File: config.mk
export PLATFORM = sky130hd
export DESIGN_NAME = cpu_sequencer
export DESIGN_NICKNAME = d
export VERILOG_FILES = /design/src/rtl/cpu_seq_pkg.sv /design/src/rtl/seq_perf_counters.sv /design/src/rtl/cpu_sequencer.sv
export SDC_FILE = /design/constraint.sdc
export NUM_CORES = 1
export LEC_CHECK = 0
export BUFFER_PORTS_ARGS = -buffer_cell sky130_fd_sc_hd__clkbuf_2
export CORE_AREA = 4 4 41 43
export CTS_CLUSTER_DIAMETER = 200
export DETAILED_ROUTE_END_ITERATION = 10
export DIE_AREA = 0 0 45 47
export PLACE_DENSITY = 0.64
export SYNTH_ARGS = -nofsm -noshare
export SYNTH_HDL_FRONTEND = slang
export SYNTH_SLANG_ARGS = --single-unit
File: constraint.sdc
create_clock -name clk -period 2.01 [get_ports clk]
set_input_delay 0.3015 -clock clk [delete_from_list [all_inputs] [get_ports clk]]
set_output_delay 0.3015 -clock clk [all_outputs]
set_load 0.02 [all_outputs]
File: src/rtl/cpu_seq_pkg.sv
// cpu_seq_pkg: shared types and limits for the multicycle sequencer.
// Imported by cpu_sequencer and seq_perf_counters.
package cpu_seq_pkg;

    typedef enum logic [2:0] {
        IDLE   = 3'd0,
        FETCH  = 3'd1,
        EXEC   = 3'd2,
        MEM    = 3'd3,
        HALTED = 3'd4
    } seq_state_t;

    localparam int unsigned SEQ_RESET_DELAY_MAX = 15;

endpackage

File: src/rtl/seq_perf_counters.sv
// seq_perf_counters: busy-cycle, commit and stall counters, wrapping mod 2^32.
// Present only when CPU_SEQUENCER_PERF_EN is defined.
`ifdef CPU_SEQUENCER_PERF_EN
module seq_perf_counters (
    input  logic        clk,
    input  logic        reset_n,
    input  logic        i_busy,
    input  logic        i_commit,
    input  logic        i_stall,
    output logic [31:0] o_cycle_count,
    output logic [31:0] o_instr_count,
    output logic [31:0] o_stall_count
);

    logic [31:0] r_cycle;
    logic [31:0] r_instr;
    logic [31:0] r_stall;

    always_ff @(posedge clk or negedge reset_n) begin
        if (!reset_n) begin
            r_cycle <= '0;
            r_instr <= '0;
            r_stall <= '0;
        end else begin
            if (i_busy)   r_cycle <= r_cycle + 32'd1;
            if (i_commit) r_instr <= r_instr + 32'd1;
            if (i_stall)  r_stall <= r_stall + 32'd1;
        end
    end

    assign o_cycle_count = r_cycle;
    assign o_instr_count = r_instr;
    assign o_stall_count = r_stall;

endmodule
`endif

File: src/rtl/cpu_sequencer.sv
// cpu_sequencer: IDLE/FETCH/EXEC/MEM/HALTED control sequencer with wait-states.
// Optional perf counters under CPU_SEQUENCER_PERF_EN.
module cpu_sequencer
    import cpu_seq_pkg::*;
#(
    parameter int unsigned RESET_DELAY = 1
) (
    input  logic        clk,
    input  logic        reset_n,
    input  logic        finish,
    input  logic        instr_waitrequest,
    input  logic        mem_req,
    input  logic        data_waitrequest,
    output logic        instr_read,
    output logic        ir_load,
    output logic        data_enable,
    output logic        state,
    output logic        halted,
    output logic        busy
`ifdef CPU_SEQUENCER_PERF_EN
    ,
    output logic [31:0] cycle_count,
    output logic [31:0] instr_count,
    output logic [31:0] stall_count
`endif
);

    // Out-of-range delays are clamped to 1..SEQ_RESET_DELAY_MAX
    localparam int unsigned LP_DLY =
        (RESET_DELAY > SEQ_RESET_DELAY_MAX) ? SEQ_RESET_DELAY_MAX :
        (RESET_DELAY == 0) ? 1 : RESET_DELAY;
    localparam logic [3:0] LP_DLY_LAST = 4'(LP_DLY - 1);

    seq_state_t r_state;
    seq_state_t w_next;
    logic [3:0] r_dly;
    logic [3:0] w_dly_next;

    always_ff @(posedge clk or negedge reset_n) begin
        if (!reset_n) begin
            r_state <= IDLE;
            r_dly   <= '0;
        end else begin
            r_state <= w_next;
            r_dly   <= w_dly_next;
        end
    end

    always_comb begin
        w_next      = r_state;
        w_dly_next  = r_dly;
        instr_read  = 1'b0;
        ir_load     = 1'b0;
        data_enable = 1'b0;
        state       = 1'b0;
        halted      = 1'b0;
        busy        = 1'b0;
        case (r_state)
            IDLE: begin
                if (r_dly == LP_DLY_LAST) begin
                    w_next     = FETCH;
                    w_dly_next = '0;
                end else begin
                    w_dly_next = r_dly + 4'd1;
                end
            end
            FETCH: begin
                busy       = 1'b1;
                instr_read = !finish;
                // finish wins over a completing fetch
                if (finish) begin
                    w_next = HALTED;
                end else if (!instr_waitrequest) begin
                    ir_load = 1'b1;
                    w_next  = EXEC;
                end
            end
            EXEC: begin
                busy = 1'b1;
                if (mem_req) begin
                    w_next = MEM;
                end else begin
                    state  = 1'b1;
                    w_next = FETCH;
                end
            end
            MEM: begin
                busy        = 1'b1;
                data_enable = 1'b1;
                if (!data_waitrequest) begin
                    state  = 1'b1;
                    w_next = FETCH;
                end
            end
            HALTED: begin
                halted = 1'b1;
            end
            default: begin
                w_next     = IDLE;
                w_dly_next = '0;
            end
        endcase
    end

`ifdef CPU_SEQUENCER_PERF_EN
    logic w_stall;

    assign w_stall =
        ((r_state == FETCH) && !finish && instr_waitrequest) ||
        ((r_state == MEM) && data_waitrequest);

    seq_perf_counters u_perf (
        .clk           (clk),
        .reset_n       (reset_n),
        .i_busy        (busy),
        .i_commit      (state),
        .i_stall       (w_stall),
        .o_cycle_count (cycle_count),
        .o_instr_count (instr_count),
        .o_stall_count (stall_count)
    );
`endif

endmodule

* Word-level counts from Yosys, hierarchy flattened *
Cells that the tools add are included.
Widths: inputs -> output; s select.

storage, ports and cells
  RAM bits = 0
  input port bits = 6
  bits in read-only memories = 0
  latch bits = 0
  bits in registers = 7
  logic and storage cells = 35
  memories kept = 0

operators by class
  muxes and demuxes = 18
  reduce and logical (&&, ||, !) cells = 6
  div/mod/pow operators = 0
  equal/unequal tests = 7
  order comparisons = 0
  bitwise operators = 1
  add/sub/neg operators = 1
  shifts and indexed selects = 0
  multiply operators = 0

operator list
  kind                 number
  $pmux 3 s5           1
  $mux 3               4
  $mux 1               9
  $pmux 4 s2           1
  $eq 3x2->1 const B   2
  $add 4x1->4 const B  1
  $logic_not 4->1      1
  $mux 4               1
  $ne 2x2->1 const B   2
  $reduce_and 4->1     1
  $reduce_or 4->1      1
  $eq 3x1->1 const B   1
  $eq 3x3->1 const B   1
  $logic_not 3->1      1
  $ne 3x3->1 const B   1
  $reduce_or 3->1      1
  $mux 2               1
  $pmux 1 s2           1
  $logic_not 1->1      1
  $not 1->1            1

* Depth between registers and ports, before layout *
  word-level depth = 3
  depth in mapped cells = 5

* Worst setup path after synthesis *
Ideal clock, no wire load.

  path kind = flip-flop to output port
  from = reg r_state[2]
  to = out ir_load
  slack = 0.320 ns
  stages on the path, launching flop included = 4
  arrival time = 1.388 ns
  buffers on the path = 2
  path through = dfrtp_1 > buf_2 > buf_2 > nor4_1

between the ends
  cells in the longest elaborated chain, start to end = 2

ends and longest elaborated chain
  element                   line                 text
  start: declaration        cpu_sequencer.sv:34  seq_state_t r_state;
  start signal: assignment  cpu_sequencer.sv:44  r_state <= w_next;
  $eq 3x1->1                cpu_sequencer.sv:58  case (r_state)
  $mux 1                    cpu_sequencer.sv:58
  end: declaration          cpu_sequencer.sv:15  output logic ir_load,

Every way passes these cells.

* Worst setup path after layout *
Ends and elaborated chain as after synthesis.

==> results.ini <==
[global_route]
grt_pass1_vias=397
grt-ovfl-total=0
grt.total_usage_pct=11.4
grt_pass1_wl_mm=1.69
antenna_found_initial=0
grt_max_degree=19

[sta]
worstMarginPinSlew_ns=0.557
final_hold_viol_count=0
final.setup.worst_slack_ns=0.307
setup-tns-final_ns=0
relSlewSlack_pct=62.9
finalSetupViolations=0
max_freq_mhz=587
min_period_over_period_pct=84.7
fin_skew_ns=0.00438
grt_setup_unrepaired=false
final.min_clock_period_ns=1.70
drv_slew=0

[yosys]
synthFlopType=dfrtp_1
synth-seq-area-share_pct=35.7
synthesis.area_um2=490
postSynthAreaPerCell_um2=9.25
yosysUniqueCellTypes=31
async_flop_share_pct=100
yosysWarningCount=0
ys_seq_elements=7
syn_nets=61
synth_cells=53
synth-edff-count=0

[critical_path]
path_cells=nor4_1 > clkbuf_2
cp_max_fo=18
start_kind=flop
slowest_stage=dfrtp_1
cp.required_ns=1.71
cp-end-kind=output port
arrival_ns=1.40
crit_type=reg2out
max_stage_delay_ns=0.58

[drt]
first_iter_violations=3
drc=0
wl_per_cell_um=12.1
num_vias=413
drt_first_pass_iters=4
drt_wl_total_um=978
ant_nets=0
routed_via_density=5.10

[layout]
diodes=0
fin_area_um2=581
nets=75
syn_to_final_growth_pct=18.4
final_cell_count_no_fill=81
drive_gt1_share_pct=31.8

[placed_design]
pre_cts_ws_ns=0.587
dp_cells=76
hpwl_um=705
finalWeightedCongestion=0.712
placed_cell_area_um2=543
port_buffers=11

[clock_network]
clk_latency_ns=0.25
cts_sinks=7
clk_pin_slew_ns=0.06
cts_root_buf=clkbuf_4
htree_levels=1
cts_tree=built
clk_path_buf_depth=2
cts_inserted_buffers=3
post_cts_buffers=0

[power]
finalPower_mw=0.689
power_density_nw_per_um2=1190
power.leakage_nw=0.289
vdd_ir_drop_max_mv=0.596

[floorplan]
ios=12
start_util_pct=37.7
core_area_um2=1300
die-area_um2=2120
die_w_um=45
fp-row-count=13
die_h_um=47

[run]
cap_violations=0

[worst_hold_path]
hp-class=in2reg

[status]
status=finished, final reports clean

==> critical path, delay by kind of cell, from the launching register on <==
kind / cells / cell delay, ns
flip-flops: 1 / 0.58
buffers and inverters: 1 / 0.21
AND/OR/NAND/NOR: 1 / 0.35
==> per-layer routing <==
| layer | track usage (%) | vias up | routed length (µm) |
|---|---|---|---|
| li1 | - | 211 | - |
| met1 | 12.3 | 187 | 413 |
| met2 | 19.5 | 15 | 492 |
| met3 | 5.75 | 0 | 72 |
| met4 | 3.51 | 0 | 0 |
| met5 | 0 | - | 0 |
==> logic make-up (layout without fill, tap and decap cells) <==
logic type | after synthesis | after routing | share of synthesized area, %
AO/OA/AOI/OAI | 9 | 9 | 13.0
XOR/XNOR | 1 | 1 | 1.79
adder cells (fa/ha/maj) | 2 | 2 | 5.10
buffers and inverters | 8 | 21 | 8.93
flip-flops | 7 | 7 | 35.7
multiplexers | 2 | 2 | 4.59
AND/OR/NAND/NOR | 24 | 24 | 30.9
==> power breakdown <==
part           internal (mW)  switching, mW
Sequential             0.165         0.0739
Clock                 0.0729         0.0568
Combinational          0.139          0.181
==> per-stage QoR <==
stage	hold slack, ns	utilization, %
floorplan	0.00591	-
global placement	0.152	41.7
detailed placement	0.149	41.7
CTS	0.342	44.6
global route	0.349	44.6
finish	0.348	44.6
==> Yosys cell counts (2+ instances only) <==
library cell | n | area (µm²)
a21oi_1 | 2 | 10.0
inv_1 | 4 | 15.0
nand2b_1 | 2 | 12.5
a31oi_1 | 2 | 12.5
nand3_1 | 2 | 10.0
buf_2 | 2 | 10.0
nor2_1 | 3 | 11.3
nor4_1 | 2 | 12.5
ha_1 | 2 | 25.0
mux2_2 | 2 | 22.5
nor3_1 | 2 | 10.0
nand2_1 | 3 | 11.3
dfrtp_1 | 7 | 175
==> worst paths after layout <==
check                      depth (start not counted)    endpoint              start  slack (ns)
max in group asynchronous                          2    r_dly[2]            reset_n        1.44
min                                                3  r_state[1]  instr_waitrequest        0.35
min in group asynchronous                          2    r_dly[0]            reset_n        0.41
max reg2reg                                        5  r_state[0]           r_dly[0]        0.56
min reg2reg                                        1    r_dly[1]           r_dly[1]        0.56
max                                                2     ir_load         r_state[2]        0.31
==> cell type report <==
type | instances | area, µm²
Clock buffer | 3 | 22.5
Clock inverter | 1 | 5.00
Fill cell | 136 | 721
Inverter | 4 | 15.0
Multi-Input combinational cell | 38 | 272
Sequential cell | 7 | 175
Tap cell | 15 | 18.8
Timing Repair Buffer | 13 | 72.6
==> sequential cells by signal (all words and copies together) (netlist names) <==
signal	cells
r_state	3
r_dly	4
==> cells in the final DEF, fill, tap and decap left out, types with 2 or more instances in the layout <==
master / synthesis / routed
nor4_1: 2 / 2
nand2_1: 3 / 3
dfrtp_1: 7 / 7
inv_1: 4 / 4
clkbuf_2: 0 / 11
ha_1: 2 / 2
clkbuf_4: 0 / 3
nand2b_1: 2 / 2
nand3_1: 2 / 2
a31oi_1: 2 / 2
nor3_1: 2 / 2
mux2_2: 2 / 2
a21oi_1: 2 / 2
nor2_1: 3 / 3
==> what timing repair did <==
item / CTS / global route
gates resized for setup: 0 / 0
hold buffers: 1 / 0
endpoints found under the hold margin: 7 / 0
Note: power is estimated with default switching activity, not from simulation.
